$ cat src/rtl/cd_llc_responder.sv
// cd_llc_responder
//
// Purpose:
//   LLC-slice endpoint on the far side of the global crossbar. Request flits
//   from one crossbar LLC output port are queued in a small FIFO, executed one
//   at a time against a local bank of 32-bit words, and answered with a reply
//   flit plus a one-hot destination mask selecting the requesting core.
//
// Build option:
//   CD_LLC_WRITE_ACK_EN  defined   -> every write returns an ack flit (rdata = 0).
//                        undefined -> writes are posted; only reads reply.
//
// Parameters:
//   DATA_W      flit width (only 64 is supported)
//   ADDR_W      bank index width, 1..8 (bank holds 2^ADDR_W words)
//   FIFO_DEPTH  request FIFO entries, power of 2, at least 2
//
// Ports:
//   clk       clock
//   reset     synchronous active-high reset
//   req_si    request flit valid
//   req_ri    request ready (FIFO not full)
//   req_di    request flit {wr, src[2:0], tag[3:0], addr[7:0], ignored[15:0], wdata[31:0]}
//   rep_so    reply flit valid
//   rep_ro    reply accepted (only looked at while a reply is pending)
//   rep_do    reply flit {wr, src, tag, addr, 16'h0, rdata}
//   rep_dst   one-hot destination core, zero when no reply is pending
//   fifo_cnt  request FIFO occupancy

module cd_llc_responder #(
   parameter int DATA_W     = 64,
   parameter int ADDR_W     = 6,
   parameter int FIFO_DEPTH = 4
) (
   input  logic                          clk,
   input  logic                          reset,
   input  logic                          req_si,
   output logic                          req_ri,
   input  logic [DATA_W-1:0]             req_di,
   output logic                          rep_so,
   input  logic                          rep_ro,
   output logic [DATA_W-1:0]             rep_do,
   output logic [7:0]                    rep_dst,
   output logic [$clog2(FIFO_DEPTH):0]   fifo_cnt
);

   localparam int PTR_W   = $clog2(FIFO_DEPTH);
   localparam int CNT_W   = PTR_W + 1;
   localparam int ENTRY_W = 48;

   typedef enum logic [1:0] {
      ST_IDLE,
      ST_ACCESS,
      ST_REPLY
   } state_t;

   state_t               state;

   logic [ENTRY_W-1:0]   fifo_mem [FIFO_DEPTH];
   logic [PTR_W-1:0]     wr_ptr;
   logic [PTR_W-1:0]     rd_ptr;
   logic                 push;
   logic                 pop;
   logic [ENTRY_W-1:0]   push_entry;

   logic                 cur_wr;
   logic [2:0]           cur_src;
   logic [3:0]           cur_tag;
   logic [7:0]           cur_addr;
   logic [31:0]          cur_wdata;

   logic [31:0]          bank [2**ADDR_W];
   logic [ADDR_W-1:0]    bank_idx;

   logic                 unused_req_bits;

   // Flit bits [47:32] carry nothing for this slice, so only the header and
   // write data are kept in the FIFO.
   assign push_entry      = {req_di[63:48], req_di[31:0]};
   assign unused_req_bits = ^req_di[47:32];

   // Ready depends only on the registered count, so a full FIFO refuses a
   // push even when the FSM pops in the same cycle.
   assign req_ri   = (fifo_cnt != CNT_W'(FIFO_DEPTH));
   assign push     = req_si && req_ri;
   assign pop      = (state == ST_IDLE) && (fifo_cnt != '0);
   assign bank_idx = cur_addr[ADDR_W-1:0];

   // Request FIFO bookkeeping: pointers wrap naturally because the depth is a
   // power of two, and a simultaneous push/pop leaves the count unchanged.
   always_ff @(posedge clk) begin
      if (reset) begin
         wr_ptr   <= '0;
         rd_ptr   <= '0;
         fifo_cnt <= '0;
      end else begin
         if (push) begin
            wr_ptr <= wr_ptr + PTR_W'(1);
         end
         if (pop) begin
            rd_ptr <= rd_ptr + PTR_W'(1);
         end
         fifo_cnt <= fifo_cnt + CNT_W'(push) - CNT_W'(pop);
      end
   end

   // FIFO storage carries no reset; entries are only read after being written.
   always_ff @(posedge clk) begin
      if (push) begin
         fifo_mem[wr_ptr] <= push_entry;
      end
   end

   // Bank write port. Contents survive reset so data written before a reset
   // can still be read back afterwards.
   always_ff @(posedge clk) begin
      if (state == ST_ACCESS && cur_wr) begin
         bank[bank_idx] <= cur_wdata;
      end
   end

   // Request sequencer: IDLE pops the FIFO head, ACCESS performs the bank
   // operation and builds the reply, REPLY holds the flit until the crossbar
   // takes it. Reply outputs are registered and cleared whenever no reply is
   // pending so rep_dst reads zero with rep_so low.
   always_ff @(posedge clk) begin
      if (reset) begin
         state     <= ST_IDLE;
         rep_so    <= 1'b0;
         rep_do    <= '0;
         rep_dst   <= '0;
         cur_wr    <= 1'b0;
         cur_src   <= '0;
         cur_tag   <= '0;
         cur_addr  <= '0;
         cur_wdata <= '0;
      end else begin
         case (state)
            ST_IDLE: begin
               if (pop) begin
                  {cur_wr, cur_src, cur_tag, cur_addr, cur_wdata} <= fifo_mem[rd_ptr];
                  state <= ST_ACCESS;
               end
            end
            ST_ACCESS: begin
               if (cur_wr) begin
`ifdef CD_LLC_WRITE_ACK_EN
                  rep_so  <= 1'b1;
                  rep_do  <= {cur_wr, cur_src, cur_tag, cur_addr, 16'h0000, 32'h0000_0000};
                  rep_dst <= 8'b1 << cur_src;
                  state   <= ST_REPLY;
`else
                  state   <= ST_IDLE;
`endif
               end else begin
                  rep_so  <= 1'b1;
                  rep_do  <= {cur_wr, cur_src, cur_tag, cur_addr, 16'h0000, bank[bank_idx]};
                  rep_dst <= 8'b1 << cur_src;
                  state   <= ST_REPLY;
               end
            end
            ST_REPLY: begin
               if (rep_ro) begin
                  rep_so  <= 1'b0;
                  rep_do  <= '0;
                  rep_dst <= '0;
                  state   <= ST_IDLE;
               end
            end
            default: begin
               state <= ST_IDLE;
            end
         endcase
      end
   end

endmodule

$ cat config.mk
export PLATFORM = sky130hd
export DESIGN_NAME = cd_llc_responder
export DESIGN_NICKNAME = d
export VERILOG_FILES = /design/src/rtl/cd_llc_responder.sv
export SDC_FILE = /design/constraint.sdc
export NUM_CORES = 2
export LEC_CHECK = 0
export CORE_MARGIN = 5
export CORE_UTILIZATION = 45
export DETAILED_ROUTE_END_ITERATION = 12
export MAX_ROUTING_LAYER = met4
export SYNTH_ARGS = -nofsm -noshare
export SYNTH_HDL_FRONTEND = slang
export SYNTH_SLANG_ARGS = --single-unit
$ cat constraint.sdc
create_clock -name clk -period 4.9 [get_ports clk]
set_clock_uncertainty 0.15 [all_clocks]
set_input_delay 1.47 -clock clk [delete_from_list [all_inputs] [get_ports clk]]
set_output_delay 1.47 -clock clk [all_outputs]
set_load 0.01 [all_outputs]
==> flow_metrics.env <==
export IMPL_status="finished, final reports clean"
export IMPL_cts_sinks=2353
export IMPL_yosysMostFrequentCell="edfxtp_1"
export IMPL_post_route_cell_area_um2=101000
export IMPL_drc=0
export IMPL_slew_violations=0
export IMPL_hpwlAfterDp_um=131000
export IMPL_synth_area_um2=88400
export IMPL_core_area_um2=195000
export IMPL_clkSlewWorstSetupHoldPaths_ns=0.06
export IMPL_synth_simple_area_share=0.0236
export IMPL_synth_area_leaders="edfxtp_1, mux4_2, mux2i_1, a221oi_1, dfxtp_1"
export IMPL_netlist_cell_type_count=55
export IMPL_place_inst=7295
export IMPL_gp_congestion=0.807
export IMPL_htreeDepth=4
export IMPL_fillers=15415
export IMPL_crit_required_ns=5.28
export IMPL_grtUsageTotal=0.234
export IMPL_wirelength_um=236000
export IMPL_synth_top_cell_by_area="edfxtp_1"
export IMPL_hold_path_class="flop to flop"
export IMPL_relSlewSlack=0.136
export IMPL_cts_path_max_buffers=3
export IMPL_yosysTopAreaCellShare=0.761
export IMPL_syn_to_final_growth_pct=14.3
export IMPL_cpPeakStageDelay_ns=1.00
export IMPL_hold_violations=0
export IMPL_fin_cells=7716
export IMPL_holdBufCountCts=0
export IMPL_yosys_warnings=0
export IMPL_grt_overflow_total=0
export IMPL_power_leakage_uw=0.0314
export IMPL_ctsResizeCount=0
export IMPL_synth_edf_count=2240
export IMPL_ant_nets=0
export IMPL_antenna_found_initial=22
export IMPL_max_freq_ghz=0.263
export IMPL_crit_fanout=41
export IMPL_final_util=0.517
export IMPL_synth_adder_area_share=0.00108
export IMPL_yosys_area_share_xor_xnor=0.000496
export IMPL_drtIter0Drc=5601
export IMPL_ctsRootBufferMaster="clkbuf_16"
export IMPL_rsz0062_at_grt="no"
export IMPL_grt_pass1_wl_um=337000
export IMPL_critPathKind="flop to flop"
export IMPL_synthMuxAreaShare=0.101
export IMPL_synth_compound_area_frac=0.0702
export IMPL_ioPinCount=145
export IMPL_placementRows=162
export IMPL_vias=46624
export IMPL_drive_gt1_frac=0.180
export IMPL_critPathSlowestCell="nor2_4"
export IMPL_start_util=0.453
export IMPL_grt_pass1_vias=45829
export IMPL_period_minus_slack_ns=3.80
export IMPL_vias_per_cell=6.04
export IMPL_wl_per_cell_um=30.5
export IMPL_dieArea_um2=205000
export IMPL_place_area_um2=94200
export IMPL_p_per_area_nw_per_um2=565
export IMPL_synth_top_family_by_area="multiplexers"
export IMPL_port_buffers=111
export IMPL_syn_avg_cell_area_um2=19.1
export IMPL_ys_ff_latch=2353
export IMPL_die_x_um=453
export IMPL_cap_violations=0
export IMPL_path_cells="buf_12 > nand3_1 > nor2_4 > buf_4"
export IMPL_clkLatencyLatePin_ns=0.84
export IMPL_arrival_ns=4.18
export IMPL_setup_viol=0
export IMPL_critPathCaptureType="flop"
export IMPL_yosys_top_cells_count="edfxtp_1, mux2i_1, a221oi_1"
export IMPL_cts_tree="built"
export IMPL_vdd_drop_max_mv=0.360
export IMPL_grt_max_degree=98
export IMPL_dr_pass1_iters=5
export IMPL_die_h_um=453
export IMPL_cts_buffers_inserted=222
export IMPL_finalSetupTns_ns=0
export IMPL_async_reset_ff_frac=0
export IMPL_seq_area_frac_synth=0.787
export IMPL_synthCells=4622
export IMPL_cts_setup_buffers=0
export IMPL_cp_start_kind="flop"
export IMPL_fin_crit_sh=0.776
export IMPL_nNetsFinal=4970
export IMPL_tightest_slew_ns=1.30
export IMPL_synthFlopType="edfxtp_1"
==> state kept, by name (all words and copies together) (netlist names) <==
name / cells
bank: 2048
fifo_mem: 192
rep_do: 47
cur_wdata: 32
cur_addr: 8
rep_dst: 8
cur_tag: 4
cur_src: 3
fifo_cnt: 3
rd_ptr: 2
state: 2
wr_ptr: 2
cur_wr: 1
rep_so: 1
==> metrics by stage <==
step	total power [µW]	hold slack (ns)	worst slack, ns
final	57100	0.303	1.10
after global routing	59100	0.325	0.939
after CTS	57400	0.304	1.12
after detailed placement	41400	0.295	1.01
after global placement	41200	0.289	1.03
after floorplan	34400	0.287	1.39
==> worst paths after layout <==
| kind | start | to | slack, ns | cells past startpoint |
|---|---|---|---|---|
| setup / recovery | cur_addr[2]$_SDFFE_PP0P_ | bank[54][16]$_DFFE_PP_ | 1.10 | 4 |
| hold / removal | cur_wdata[16]$_SDFFE_PP0P_ | cur_wdata[16]$_SDFFE_PP0P_ | 0.30 | 2 |
| setup reg to reg | cur_addr[2]$_SDFFE_PP0P_ | bank[54][16]$_DFFE_PP_ | 1.10 | 4 |
| hold reg to reg | cur_wdata[16]$_SDFFE_PP0P_ | cur_wdata[16]$_SDFFE_PP0P_ | 0.30 | 2 |
==> logic make-up after synthesis <==
family	after synthesis
flops	2353
compound gates	847
mux	588
simple gates	487
buf+inv	334
fa+ha+maj	7
xor+xnor	5
other cells	1
==> metal layers <==
| layer | GRT usage | vias up | wire, µm |
|---|---|---|---|
| met5 | - | - | 0 |
| met4 | 0.0650 | 0 | 6850 |
| met3 | 0.0355 | 330 | 18800 |
| met2 | 0.361 | 2041 | 112000 |
| met1 | 0.330 | 24524 | 98000 |
| li1 | - | 19729 | - |
==> power by group <==
part           internal [µW]  switching (µW)
Combinational           5210           10000
Sequential             24600            1070
Clock                   8890            7240
==> area by class of cell <==
cell class / instances / area [µm²] / share of cell area
Antenna cell: 6 / 15.0 / 0.000149
Clock buffer: 319 / 6130 / 0.0608
Clock inverter: 96 / 641 / 0.00635
Inverter: 9 / 38.8 / 0.000384
Multi-Input combinational cell: 1951 / 18000 / 0.178
Sequential cell: 2353 / 69600 / 0.689
Tap cell: 2624 / 3280 / 0.0325
Timing Repair Buffer: 358 / 3310 / 0.0328
==> worst max-delay path: cells and delay by family, from the launching register on <==
kind | cells | cell delay, ns
flops | 1 | 0.87
simple gates | 2 | 1.64
buf+inv | 2 | 0.71
==> layout by cell type (no fill, tap or decap), drive strengths merged, types with 5 or more instances in the layout <==
cell type,n
conb,17
a32oi,7
clkinv,83
mux4,240
nand3,13
nand2,146
nor2b,10
mux2i,348
diode,6
a21oi,58
dfxtp,113
clkbuf,319
a2bb2oi,29
ha,6
a221o,10
nor2,249
o21ai,152
inv,15
clkdlybuf4s50,110
a221oi,327
buf,248
edfxtp,2240
a22oi,34
a22o,29
nand4,32
o22ai,161
and3,5
o2111ai,29
Power figures use the tool's default switching activity.
